[src/rtl/regfile_wb_arbiter_pkg.sv]
// ----------------------------------------------------------------------------
// regfile_wb_arbiter_pkg
// Shared constants and types for the register-file write-back arbiter.
//   REG_ADDR_W / DATA_W / NUM_REGS : register-file geometry
//   PORT_ALU / PORT_MEM            : bit index of each write-back port in the
//                                    request/grant vectors
//   port_e                         : identifies a write-back port
//   wb_req_t                       : address/data pair carried by a port
// ----------------------------------------------------------------------------
package regfile_wb_arbiter_pkg;

   localparam int unsigned REG_ADDR_W = 5;
   localparam int unsigned DATA_W     = 32;
   localparam int unsigned NUM_REGS   = 32;

   // One-bit indices so they select into the 2-bit request/grant vectors
   // without any width conversion.
   localparam logic PORT_ALU = 1'b0;
   localparam logic PORT_MEM = 1'b1;

   typedef enum logic {
      PORT0 = 1'b0,
      PORT1 = 1'b1
   } port_e;

   typedef struct packed {
      logic [REG_ADDR_W-1:0] addr;
      logic [DATA_W-1:0]     data;
   } wb_req_t;

endpackage

[src/rtl/rr_arbiter2.sv]
// ----------------------------------------------------------------------------
// rr_arbiter2
// Two-requester arbiter with a one-hot grant. With PRIO_FIXED=1, requester 0
// always wins a contention; with PRIO_FIXED=0, the requester not granted last
// wins. The grant is purely combinational from the requests and the pointer.
//   clk, reset : clock and synchronous active-high reset
//   i_req[1:0] : request vector (bit k = requester k)
//   o_grant    : one-hot grant, zero when nothing is requested
// ----------------------------------------------------------------------------
module rr_arbiter2
   import regfile_wb_arbiter_pkg::*;
#(
   parameter bit PRIO_FIXED = 1'b0
) (
   input  logic       clk,
   input  logic       reset,
   input  logic [1:0] i_req,
   output logic [1:0] o_grant
);

   port_e r_last;

   always_comb begin
      o_grant = '0;
      case (i_req)
         2'b01:   o_grant = 2'b01;
         2'b10:   o_grant = 2'b10;
         2'b11: begin
            if (PRIO_FIXED || (r_last == PORT1)) o_grant = 2'b01;
            else                                 o_grant = 2'b10;
         end
         default: o_grant = '0;
      endcase
   end

   // A grant always coincides with a handshake, since grant implies valid and
   // ready is the grant itself. Idle cycles leave the pointer untouched.
   // Resetting to "port 1 last" makes port 0 win the first contention.
   always_ff @(posedge clk) begin
      if (reset)           r_last <= PORT1;
      else if (o_grant[0]) r_last <= PORT0;
      else if (o_grant[1]) r_last <= PORT1;
   end

endmodule

[src/rtl/regfile_wb_arbiter.sv]
// ----------------------------------------------------------------------------
// regfile_wb_arbiter
// Arbitrates two write-back sources (ALU, memory load) onto a single
// register-file write port, and tracks outstanding destination reservations.
//   clk, reset         : clock, synchronous active-high reset
//   req0_*             : write-back port 0 (ALU): valid/ready/addr/data
//   req1_*             : write-back port 1 (memory load): valid/ready/addr/data
//   resv_valid/addr    : issue stage reserves a destination register
//   we3/a3/wd3         : registered register-file write port
//   pending            : bit n set while register n awaits write-back
//   unres_err          : sticky, a write retired to an unreserved register
// ----------------------------------------------------------------------------
module regfile_wb_arbiter
   import regfile_wb_arbiter_pkg::*;
#(
   parameter bit PRIO_FIXED = 1'b0
) (
   input  logic                  clk,
   input  logic                  reset,
   input  logic                  req0_valid,
   output logic                  req0_ready,
   input  logic [REG_ADDR_W-1:0] req0_addr,
   input  logic [DATA_W-1:0]     req0_data,
   input  logic                  req1_valid,
   output logic                  req1_ready,
   input  logic [REG_ADDR_W-1:0] req1_addr,
   input  logic [DATA_W-1:0]     req1_data,
   input  logic                  resv_valid,
   input  logic [REG_ADDR_W-1:0] resv_addr,
   output logic                  we3,
   output logic [REG_ADDR_W-1:0] a3,
   output logic [DATA_W-1:0]     wd3,
   output logic [NUM_REGS-1:0]   pending,
   output logic                  unres_err
);

   logic [1:0]            w_req;
   logic [1:0]            w_grant;
   wb_req_t               w_sel;
   logic                  w_hs;
   logic                  w_wr;
   logic                  w_unres_hit;
   logic [NUM_REGS-1:0]   w_pending_nxt;

   logic                  r_we3;
   logic [REG_ADDR_W-1:0] r_a3;
   logic [DATA_W-1:0]     r_wd3;
   logic [NUM_REGS-1:0]   r_pending;
   logic                  r_unres_err;

   assign w_req[PORT_ALU] = req0_valid;
   assign w_req[PORT_MEM] = req1_valid;

   rr_arbiter2 #(
      .PRIO_FIXED (PRIO_FIXED)
   ) u_arb (
      .clk     (clk),
      .reset   (reset),
      .i_req   (w_req),
      .o_grant (w_grant)
   );

   // Ready is the grant itself and deliberately not gated by reset.
   assign req0_ready = w_grant[PORT_ALU];
   assign req1_ready = w_grant[PORT_MEM];

   always_comb begin
      w_sel = '{addr: req0_addr, data: req0_data};
      if (w_grant[PORT_MEM]) w_sel = '{addr: req1_addr, data: req1_data};
   end

   assign w_hs = |w_grant;
   // Writes to r0 are still accepted (handshake completes) but never reach
   // the register file.
   assign w_wr = w_hs && (w_sel.addr != '0);

   // Clear for the retiring write first, then the new reservation, so a
   // same-register set/clear on one edge leaves the bit set.
   always_comb begin
      w_pending_nxt = r_pending;
      if (r_we3) w_pending_nxt[r_a3] = 1'b0;
      if (resv_valid && (resv_addr != '0)) w_pending_nxt[resv_addr] = 1'b1;
      w_pending_nxt[0] = 1'b0;
   end

   assign w_unres_hit = r_we3 && !r_pending[r_a3];

   always_ff @(posedge clk) begin
      if (reset) begin
         r_we3       <= 1'b0;
         r_a3        <= '0;
         r_wd3       <= '0;
         r_pending   <= '0;
         r_unres_err <= 1'b0;
      end else begin
         r_we3     <= w_wr;
         if (w_wr) begin
            r_a3  <= w_sel.addr;
            r_wd3 <= w_sel.data;
         end
         r_pending <= w_pending_nxt;
         if (w_unres_hit) r_unres_err <= 1'b1;
      end
   end

   assign we3       = r_we3;
   assign a3        = r_a3;
   assign wd3       = r_wd3;
   assign pending   = r_pending;
   assign unres_err = r_unres_err;

endmodule

[config.mk]
export PLATFORM = sky130hd
export DESIGN_NAME = regfile_wb_arbiter
export DESIGN_NICKNAME = d
export VERILOG_FILES = /design/src/rtl/regfile_wb_arbiter_pkg.sv /design/src/rtl/rr_arbiter2.sv /design/src/rtl/regfile_wb_arbiter.sv
export SDC_FILE = /design/constraint.sdc
export NUM_CORES = 1
export LEC_CHECK = 0
export ABC_CLOCK_PERIOD_IN_PS = 1750
export CAP_MARGIN = 20
export CORE_MARGIN = 5
export CORE_UTILIZATION = 38
export DETAILED_ROUTE_END_ITERATION = 6
export PLACE_DENSITY = 0.79
export SYNTH_ARGS = -nofsm -noshare
export SYNTH_HDL_FRONTEND = slang
export SYNTH_HIERARCHICAL = 1
export SYNTH_SLANG_ARGS = --single-unit
[constraint.sdc]
create_clock -name clk -period 1.75 [get_ports clk]
set_input_delay 0.175 -clock clk [delete_from_list [all_inputs] [get_ports clk]]
set_output_delay 0.175 -clock clk [all_outputs]
set_load 0.05 [all_outputs]
# After elaboration in Yosys (flattened, before gate mapping)
# Cells that the tools add are included.
dict set report word_totals {
  elab_cells 40
  regBits 72
  input_bits 84
  output_inout_bits 73
}
dict set report op_classes {
  eq_ne 3
  muxes 13
  order_cmp 4
  n_bitwise 3
  reduce_logical 10
}
# operator count
set ops {}
lappend ops {{two-way mux 32 bit} 2}
lappend ops {{two-way mux 37 bit} 1}
lappend ops {{bitwise AND 32 bit} 1}
lappend ops {{NOT 32 bit} 1}
lappend ops {{OR 32 bit} 1}
lappend ops {{< comparator 5 x 6 -> 1 bit (second input constant)} 2}
lappend ops {{demux 1 bit (select 5 bit)} 2}
lappend ops {{greater-or-equal comparator 5 x 1 -> 1 bit (second input constant)} 2}
lappend ops {{nonzero test 5 bit} 2}
lappend ops {{one-hot mux 2 bit (3 select lines)} 1}
lappend ops {{binary-select mux 1 bit (select 5 bit)} 1}
lappend ops {{logical AND 1 bit} 5}
lappend ops {{two-way mux 1 bit} 5}
lappend ops {{== test 2 bit (second input constant)} 2}
lappend ops {{== test 2 x 1 -> 1 bit (second input constant)} 1}
lappend ops {{two-way mux 2 bit} 1}
lappend ops {{nonzero test 2 bit} 1}
lappend ops {{OR reduction 2 bit} 1}
lappend ops {{logical NOT 1 bit} 1}

# Logic depth before layout (Yosys ltp)
# Gate-level depths: netlist (run 1).
dict set report depth {
  ltp_word 9
  ltp_mapped 8
  mapped_depth_nobuf 7
}

# Modules after synthesis
# Netlist (run 1), hierarchy kept.
# mod area_per_inst_um2 instances cells_each seq_area_each_um2
set by_module_without_submodules {}
lappend by_module_without_submodules {regfile_wb_arbiter 3465.8 1 368 1401.3}
lappend by_module_without_submodules {rr_arbiter2 55.1 1 7 20.0}

# Worst setup path after synthesis (run 1)
# OpenSTA, ideal clock, no wires.
dict set report synth_timing {
  kind {reg-to-reg}
  from {register u_arb.r_last}
  to {register r_wd3[0], in the netlist wd3[0]}
  synth_period_minus_slack_ns 2.820
  path_slack_ns -1.070
  path_stages_with_launch 8
  setup_ns 0.081
  t_required_ns 1.669
  t_arrival_ns 2.739
  n_path_buf 1
  cell_sequence {dfxtp_1 -> inv_1 -> a21boi_0 -> nor2_1 -> nor3_4 -> buf_2 -> nor2_1 -> a211oi_2}
}
dict set report synth_between {
  word_cells_on_any_way 6
  classes_between {mux (3); reduce/logical (3)}
}
# item line
set synth_lines {}
lappend synth_lines {{start: declaration} rr_arbiter2.sv:21} ;# port_e r_last;
lappend synth_lines {{start signal: assignment} rr_arbiter2.sv:40} ;# if (reset) r_last <= PORT1;
lappend synth_lines {{start signal: assignment} rr_arbiter2.sv:41} ;# else if (o_grant[0]) r_last <= PORT0;
lappend synth_lines {{start signal: assignment} rr_arbiter2.sv:42} ;# else if (o_grant[1]) r_last <= PORT1;
lappend synth_lines {{two-way mux 2 bit} rr_arbiter2.sv:29} ;# if (PRIO_FIXED || (r_last == PORT1)) o_grant = 2'b01;
lappend synth_lines {{one-hot mux 2 bit (3 select lines)} rr_arbiter2.sv:25} ;# case (i_req)
lappend synth_lines {{via req0_ready} regfile_wb_arbiter.sv:21} ;# output logic req0_ready,
lappend synth_lines {{OR reduction 2 bit} regfile_wb_arbiter.sv:72} ;# assign w_hs = |w_grant;
lappend synth_lines {{logical AND 1 bit} regfile_wb_arbiter.sv:75} ;# assign w_wr = w_hs && (w_sel.addr != '0);
lappend synth_lines {{end signal: assignment} regfile_wb_arbiter.sv:99} ;# r_wd3 <= w_sel.data;
lappend synth_lines {{end: declaration} regfile_wb_arbiter.sv:47} ;# logic [DATA_W-1:0] r_wd3;
# The timed path passes the listed nets, and every way through them passes these cells.
# A chain may end at the register's enable or synchronous reset.

# Final worst setup path (run 1)
dict set report layout_timing {
  from {register u_arb.r_last}
  to {register r_wd3[7], in the netlist wd3[7]}
}
dict set report layout_between {
  elab_chain_len 5
  word_cells_on_any_way 6
  classes_between {mux (3); reduce/logical (3)}
}
# item line
set layout_rtl {}
lappend layout_rtl {{two-way mux 2 bit *} rr_arbiter2.sv:29}
lappend layout_rtl {{one-hot mux 2 bit (3 select lines) *} rr_arbiter2.sv:25}
lappend layout_rtl {{two-way mux 37 bit} regfile_wb_arbiter.sv:69} ;# if (w_grant[PORT_MEM]) w_sel = '{addr: req1_addr, data: req1_data};
lappend layout_rtl {{nonzero test 5 bit} regfile_wb_arbiter.sv:75}
lappend layout_rtl {{logical AND 1 bit} regfile_wb_arbiter.sv:75}
# Mark *: on every way between the ends. The rest lies on a longest branch, timed or not.

==> impl_metrics.py, run 1 <==
metrics = {
    "status": {
        "status": "complete, but fails checks",
        "violations": "negative setup slack",
    },
    "die": {
        "coreArea_um2": 9153,
        "io_pins": 157,
        "start_util_pct": 38.47,
        "die_x_um": 106.3,
        "rows": 35,
        "dieArea_um2": 11290,
        "die_y_um": 106.3,
    },
    "timing": {
        "finalSetupViolCount": 32,
        "finalSetupTns_ns": -0.7814,
        "setup_ws_ns": -0.03745,
        "fin_skew_ns": 0.01246,
        "final_hold_viol_count": 0,
        "final.period_utilization_pct": 102.1,
        "final.min_clock_period_ns": 1.787,
        "report.final.slew_viol_count": 0,
        "max_slew.worst_pin.slew_ns": 0.5523,
        "fin_hold_ws_ns": 0.1905,
        "slew_headroom_pct": 63.18,
        "rsz0062_at_grt": "yes",
        "max_freq_mhz": 559.5,
    },
    "critical_path": {
        "required_ns": 1.96,
        "crit_fanout": 32,
        "critPathKind": "register to register",
        "worstSetupEndpointType": "register",
        "crit_arrival_ns": 2.00,
        "start_kind": "register",
    },
    "cts": {
        "cts.htree.levels": 3,
        "cts_root_buf": "clkbuf_8",
        "clk_path_buf_depth": 2,
        "clk_latency_ns": 0.34,
        "cts_buffers": 9,
        "cts_tree": "yes",
        "clkSlewWorstSetupHoldPaths_ns": 0.07,
        "clock_sinks": 71,
    },
    "power": {
        "peakVddDrop_mv": 0.4863,
        "leakage_nw": 2.196,
        "report.power.total_mw": 4.949,
        "p_per_area_nw_per_um2": 867.3,
    },
    "global_route": {
        "grt_pass1_vias": 3499,
        "antenna_found_initial": 0,
        "grt_overflow": 0,
        "grt_max_degree": 34,
        "grt_pass1_wl_mm": 17.73,
        "grtUsageTotal_pct": 19.68,
    },
    "routing": {
        "drt_first_iter_violations": 185,
        "vias": 3519,
        "drcViolationCount": 0,
        "drt-total-wl_mm": 11.57,
        "final_antenna_net_count": 0,
        "drt-wirelength-per-cell_um": 17.67,
        "drt-pass1-iter-count": 4,
        "vias_per_cell": 5.373,
    },
    "job": {
        "cap_violations": 0,
    },
    "synthesis": {
        "syn_area_um2": 3521,
        "synth.distinct_cells": 39,
        "ys_warn_count": 6,
        "syn_area_per_cell_um2": 9.389,
        "yosysSeqAreaShare_pct": 40.37,
        "synth_nets": 459,
        "yosys_register_bits": 71,
        "synthCells": 375,
    },
    "placed_design": {
        "pre_cts_slack_ns": -0.4422,
        "hpwl_mm": 8.677,
        "finalWeightedCongestion": 0.8085,
        "port_buffers": 155,
        "dpl.cell_count": 639,
    },
    "finish": {
        "syn2layout_area_growth_pct": 62.08,
        "fin_cells": 655,
        "num-fill-cells": 786,
        "final_nets": 623,
        "n_antenna_cell": 0,
        "drive_above_1_share_pct": 29.23,
    },
    "hold_path": {
        "min_path_type": "input pin to register",
    },
}
## kinds of logic (layout without fill, tap and decap cells)
kind of cell | after synthesis | after routing | share of synthesized area [%]
simple gates | 116 | 116 | 16.24
compound gates | 111 | 111 | 23.77
flops | 71 | 71 | 40.37
mux | 47 | 47 | 15.14
buf+inv | 29 | 198 | 4.371
other cells | 1 | 1 | 0.1065
## layout make-up
class	count	area (µm²)	share of cell area [%]
Clock inverter	4	97.59	1.710
Tap cell	111	138.9	2.434
Timing Repair Buffer	181	1759	30.83
Multi-Input combinational cell	275	2098	36.77
Clock buffer	12	176.4	3.091
Sequential cell	71	1433	25.10
Inverter	1	3.754	0.06578
## per-stage QoR
stage | util [%] | area [µm²]
2_1_floorplan | - | 3679
3_3_place_gp | 58.85 | 5386
3_5_place_dp | 58.85 | 5386
4_1_cts | 62.00 | 5674
5_1_grt | 62.35 | 5707
6_report | 62.35 | 5707
## synthesized netlist by cell type, drive strengths merged
cell	number	area, µm²
buf	18	112.6
nor2	43	161.4
or3b	2	17.52
nor4b	2	23.77
o22ai	3	18.77
mux4	5	112.6
nor2b	2	12.51
o21bai	1	7.510
mux2i	42	420.4
nand2	39	146.4
a211oi	35	437.9
a21oi	34	170.2
nor4	2	12.51
dfxtp	71	1421
o21ai	33	165.2
nand3	2	10.01
a31oi	1	6.260
clkbuf	10	37.54
nor3	4	42.54
a21boi	1	7.510
or3	1	6.260
inv	1	3.750
and2	1	6.260
nand2b	4	25.02
conb	1	3.750
and3	2	12.51
and3b	2	17.52
a41oi	1	8.760
nand3b	4	30.03
or2	1	6.260
or4	1	11.26
a21o	2	15.01
nor3b	4	30.03
## layer usage
metal | global-route usage [%] | vias to the layer above | share of wire, %
met1 | 22.67 | 1675 | 38
met2 | 34.16 | 154 | 52
met3 | 5.464 | 12 | 8.4
met5 | 0 | - | 0
met4 | 8.233 | 0 | 1.8
li1 | - | 1678 | -
## registers in the layout, indices dropped and copies added, names as in the netlist
register and count:
unres_err 1, u_arb/r_last 1, a3 5, pending 31, we3 1, wd3 32
## timing repair
item | 4_1_cts | 5_1_grt
hold buffers | 0 | 0
gates resized for setup | 3 | 11
endpoints found under the hold margin | 0 | 0
endpoints found under the setup margin | 37 | 45
pin swaps | 2 | 1
buffers inserted | 0 | 0
## report_power, final
part / total, mW / leakage [nW] / internal (mW) / switching (mW)
combinational: 1.41 / 1.48 / 0.595 / 0.817
clock: 1.72 / 0.134 / 1.11 / 0.613
sequential: 1.81 / 0.585 / 1.72 / 0.0922
total: 4.95 / 2.20 / 3.43 / 1.52
## worst max-delay path: stages, from the launching register on
cell and delay (ns):
dfxtp_2 0.34, nand2_2 0.06, and2_4 0.15, or4_4 0.44, nor3_4 0.19, nor3_4 0.11
buf_12 0.21, nor2_2 0.11, a211oi_2 0.05
## cell usage in the layout (no fill, tap or decap), drive strengths merged, types with 2 or more instances in the layout
cell type	n
nand3	2
and3b	2
or3b	2
o22ai	3
nand3b	4
dlymetal6s2s	8
buf	53
mux4	5
o21ai	33
nor2b	2
nor3b	4
nor4	2
a21oi	34
dfxtp	71
mux2i	42
nor2	43
a21o	2
and3	2
nor4b	2
nand2	39
bufinv	3
nand2b	4
clkbuf	12
a211oi	35
nor3	4
clkdlybuf4s50	120
## path summary, 6_finish.rpt
kind                              startpoint      endpoint  slack (ns)  cells after the start
worst max register to register  u_arb/r_last        wd3[7]       -0.04                      8
worst min-delay path              req0_valid  u_arb/r_last        0.19                      3
worst min register to register   pending[18]   pending[18]        0.50                      2
worst max-delay path            u_arb/r_last        wd3[7]       -0.04                      8
(Power assumes the default switching activity.)
==> run 2: changes to the inputs <==
Settings changed: ABC_CLOCK_PERIOD_IN_PS 1750 to 2000, CORE_UTILIZATION 38 to 42, PLACE_DENSITY 0.79 to 0.82.
Clock period 1.75 ns to 2 ns, I/O delays scaled along.
==> run 2 against run 1 <==
Net effect:
- the flow still finishes with violations (negative setup slack)
- core utilization is 7.5 points higher
- critical path depth rose by 1
- clock-buffer cell count is 1 lower
- cell area is essentially flat
- die area is 8.6% lower
==> impl_metrics.py, run 2 (synthesis gave the netlist of run 1 again) <==
metrics = {
    "global_route": {
        "grtUsageTotal_pct": 21.84,
        "use_met2_pct": 38.63,
        "antenna_found_initial": 0,
        "use_met3_pct": 5.165,
        "grt_pass1_wl_mm": 17.51,
        "busiest_layer": "met2",
        "grt_pass1_vias": 3395,
        "grt_util_met1_pct": 25.24,
        "grt_max_degree": 31,
        "grt_overflow": 0,
    },
    "cts": {
        "clk_latency_ns": 0.34,
        "clkSlewWorstSetupHoldPaths_ns": 0.07,
        "cts_tree": "yes",
        "cts.htree.levels": 3,
        "cts_buffers": 9,
        "clock_sinks": 71,
        "postCtsHoldBufs": 0,
        "clk_path_buf_depth": 2,
        "cts_root_buf": "clkbuf_8",
    },
    "die": {
        "die_y_um": 101.6,
        "coreArea_um2": 8175,
        "start_util_pct": 43.07,
        "rows": 33,
        "io_pins": 157,
        "dieArea_um2": 10310,
        "die_x_um": 101.6,
    },
    "finish": {
        "layout_common_cells": "clkdlybuf4s50_1 (146), dfxtp_1 (70), mux2i_1 (42)",
        "seq_area_um2": 1423,
        "multi_input_area_um2": 2097,
        "utilization_pct": 69.87,
        "num-fill-cells": 581,
        "n_antenna_cell": 0,
        "final_common_cell": "clkdlybuf4s50_1",
        "syn2layout_area_growth_pct": 62.22,
        "postLayoutCellArea_um2": 5712,
        "final_nets": 626,
        "drive_above_1_share_pct": 22.34,
        "largest_register_ff_count": 32,
    },
    "hold_path": {
        "min_path_type": "input pin to register",
    },
    "placed_design": {
        "hpwl_mm": 8.892,
        "finalWeightedCongestion": 0.8396,
        "dpl_cell_area_um2": 5263,
        "port_buffers": 155,
    },
    "timing": {
        "finalSetupTns_ns": -1.036,
        "max_slew.worst_pin.slew_ns": 0.5595,
        "slew_headroom_pct": 62.58,
        "fin_hold_ws_ns": 0.2725,
        "final_hold_viol_count": 0,
        "final.min_clock_period_ns": 2.070,
        "max_freq_mhz": 483.0,
        "report.final.slew_viol_count": 0,
        "setup_ws_ns": -0.07045,
        "rsz0062_at_grt": "yes",
        "fin_skew_ns": 0.007203,
        "finalSetupViolCount": 36,
        "final.period_utilization_pct": 103.5,
    },
    "critical_path": {
        "crit_arrival_ns": 2.28,
        "crit_family": "simple AND/OR/NAND/NOR gates",
        "cp_num_buf_inv": 2,
        "cpMostUsedCell": "nor3_4",
        "cp_cell_sequence": "nand2_2 > and2_4 > or4_4 > nor3_4 > nor3_4 > buf_4 > buf_12 > nor2_2 > a211oi_2",
        "cpPeakStageDelay_ns": 0.54,
        "crit_fanout": 20,
        "worstSetupEndpointType": "register",
        "cpMaxStageDelayCell": "or4_4",
        "critPathKind": "register to register",
        "required_ns": 2.21,
        "start_kind": "register",
    },
    "routing": {
        "final_antenna_net_count": 0,
        "vias_per_cell": 5.470,
        "vias": 3561,
        "drt-pass1-iter-count": 5,
        "drt-wirelength-per-cell_um": 19.17,
        "drt-total-wl_mm": 12.48,
        "drcViolationCount": 0,
        "drt_first_iter_violations": 193,
    },
    "power": {
        "leakage_nw": 2.057,
        "report.power.total_mw": 3.964,
        "p_per_area_nw_per_um2": 694.0,
        "peakVddDrop_mv": 0.3840,
    },
    "status": {
        "violations": "negative setup slack",
        "status": "complete, but fails checks",
    },
    "job": {
        "cap_violations": 0,
    },
}
## run 2: cell types whose count changed in the layout (fill, tap and decap cells not counted), sizes merged
cell | previous run | this run
clkinv | 0 | 2
bufinv | 3 | 1
clkbuf | 12 | 13
dlymetal6s2s | 8 | 1
clkdlybuf4s50 | 120 | 146
buf | 53 | 35
## run 2: final timing paths
kind | from | end | slack, ns | depth (start not counted)
setup reg to reg | u_arb/r_last | wd3[12] | -0.07 | 9
hold / removal | reset | a3[0] | 0.27 | 2
hold reg to reg | pending[22] | pending[22] | 0.50 | 2
setup / recovery | u_arb/r_last | wd3[12] | -0.07 | 9
## run 2: layout make-up
type / count / share of cell area [%]
well taps: 105 / 2.300
inverters: 1 / 0.06572
clock inverters: 4 / 0.8324
clock buffers: 11 / 2.300
repair buffers: 184 / 32.88
flip-flops and latches: 71 / 24.91
multi-input cells: 275 / 36.71
## run 2: metal layers
metal / share of wire [%] / vias to the layer above
met5: 0 / -
met4: 1.7 / 0
met3: 9.4 / 19
met2: 50 / 183
met1: 39 / 1669
li1: - / 1690
## run 2: worst reg2reg max path, stage by stage, from the launching register on
cell,delay [ns]
dfxtp_2,0.34
nand2_2,0.06
and2_4,0.16
or4_4,0.54
nor3_4,0.25
nor3_4,0.10
buf_4,0.16
buf_12,0.16
nor2_2,0.12
a211oi_2,0.06
## run 2: per-stage QoR
stage | std cells | worst slack, ns
CTS | 642 | 0.004193
global placement | 627 | -0.2322
global route | 651 | -0.1122
floorplan | 375 | 0.01561
detailed placement | 627 | -0.3245
finish | 651 | -0.07045
## run 2: repair_timing
action,4_1_cts,5_1_grt
gates resized for setup,0,44
setup buffers,0,6
endpoints found under the setup margin,0,37
## run 2: power by group
group | total [mW] | switching (mW) | internal [mW]
clock network | 1.08 | 0.517 | 0.566
logic | 1.29 | 0.733 | 0.559
registers | 1.59 | 0.0847 | 1.50
total | 3.96 | 1.34 | 2.63
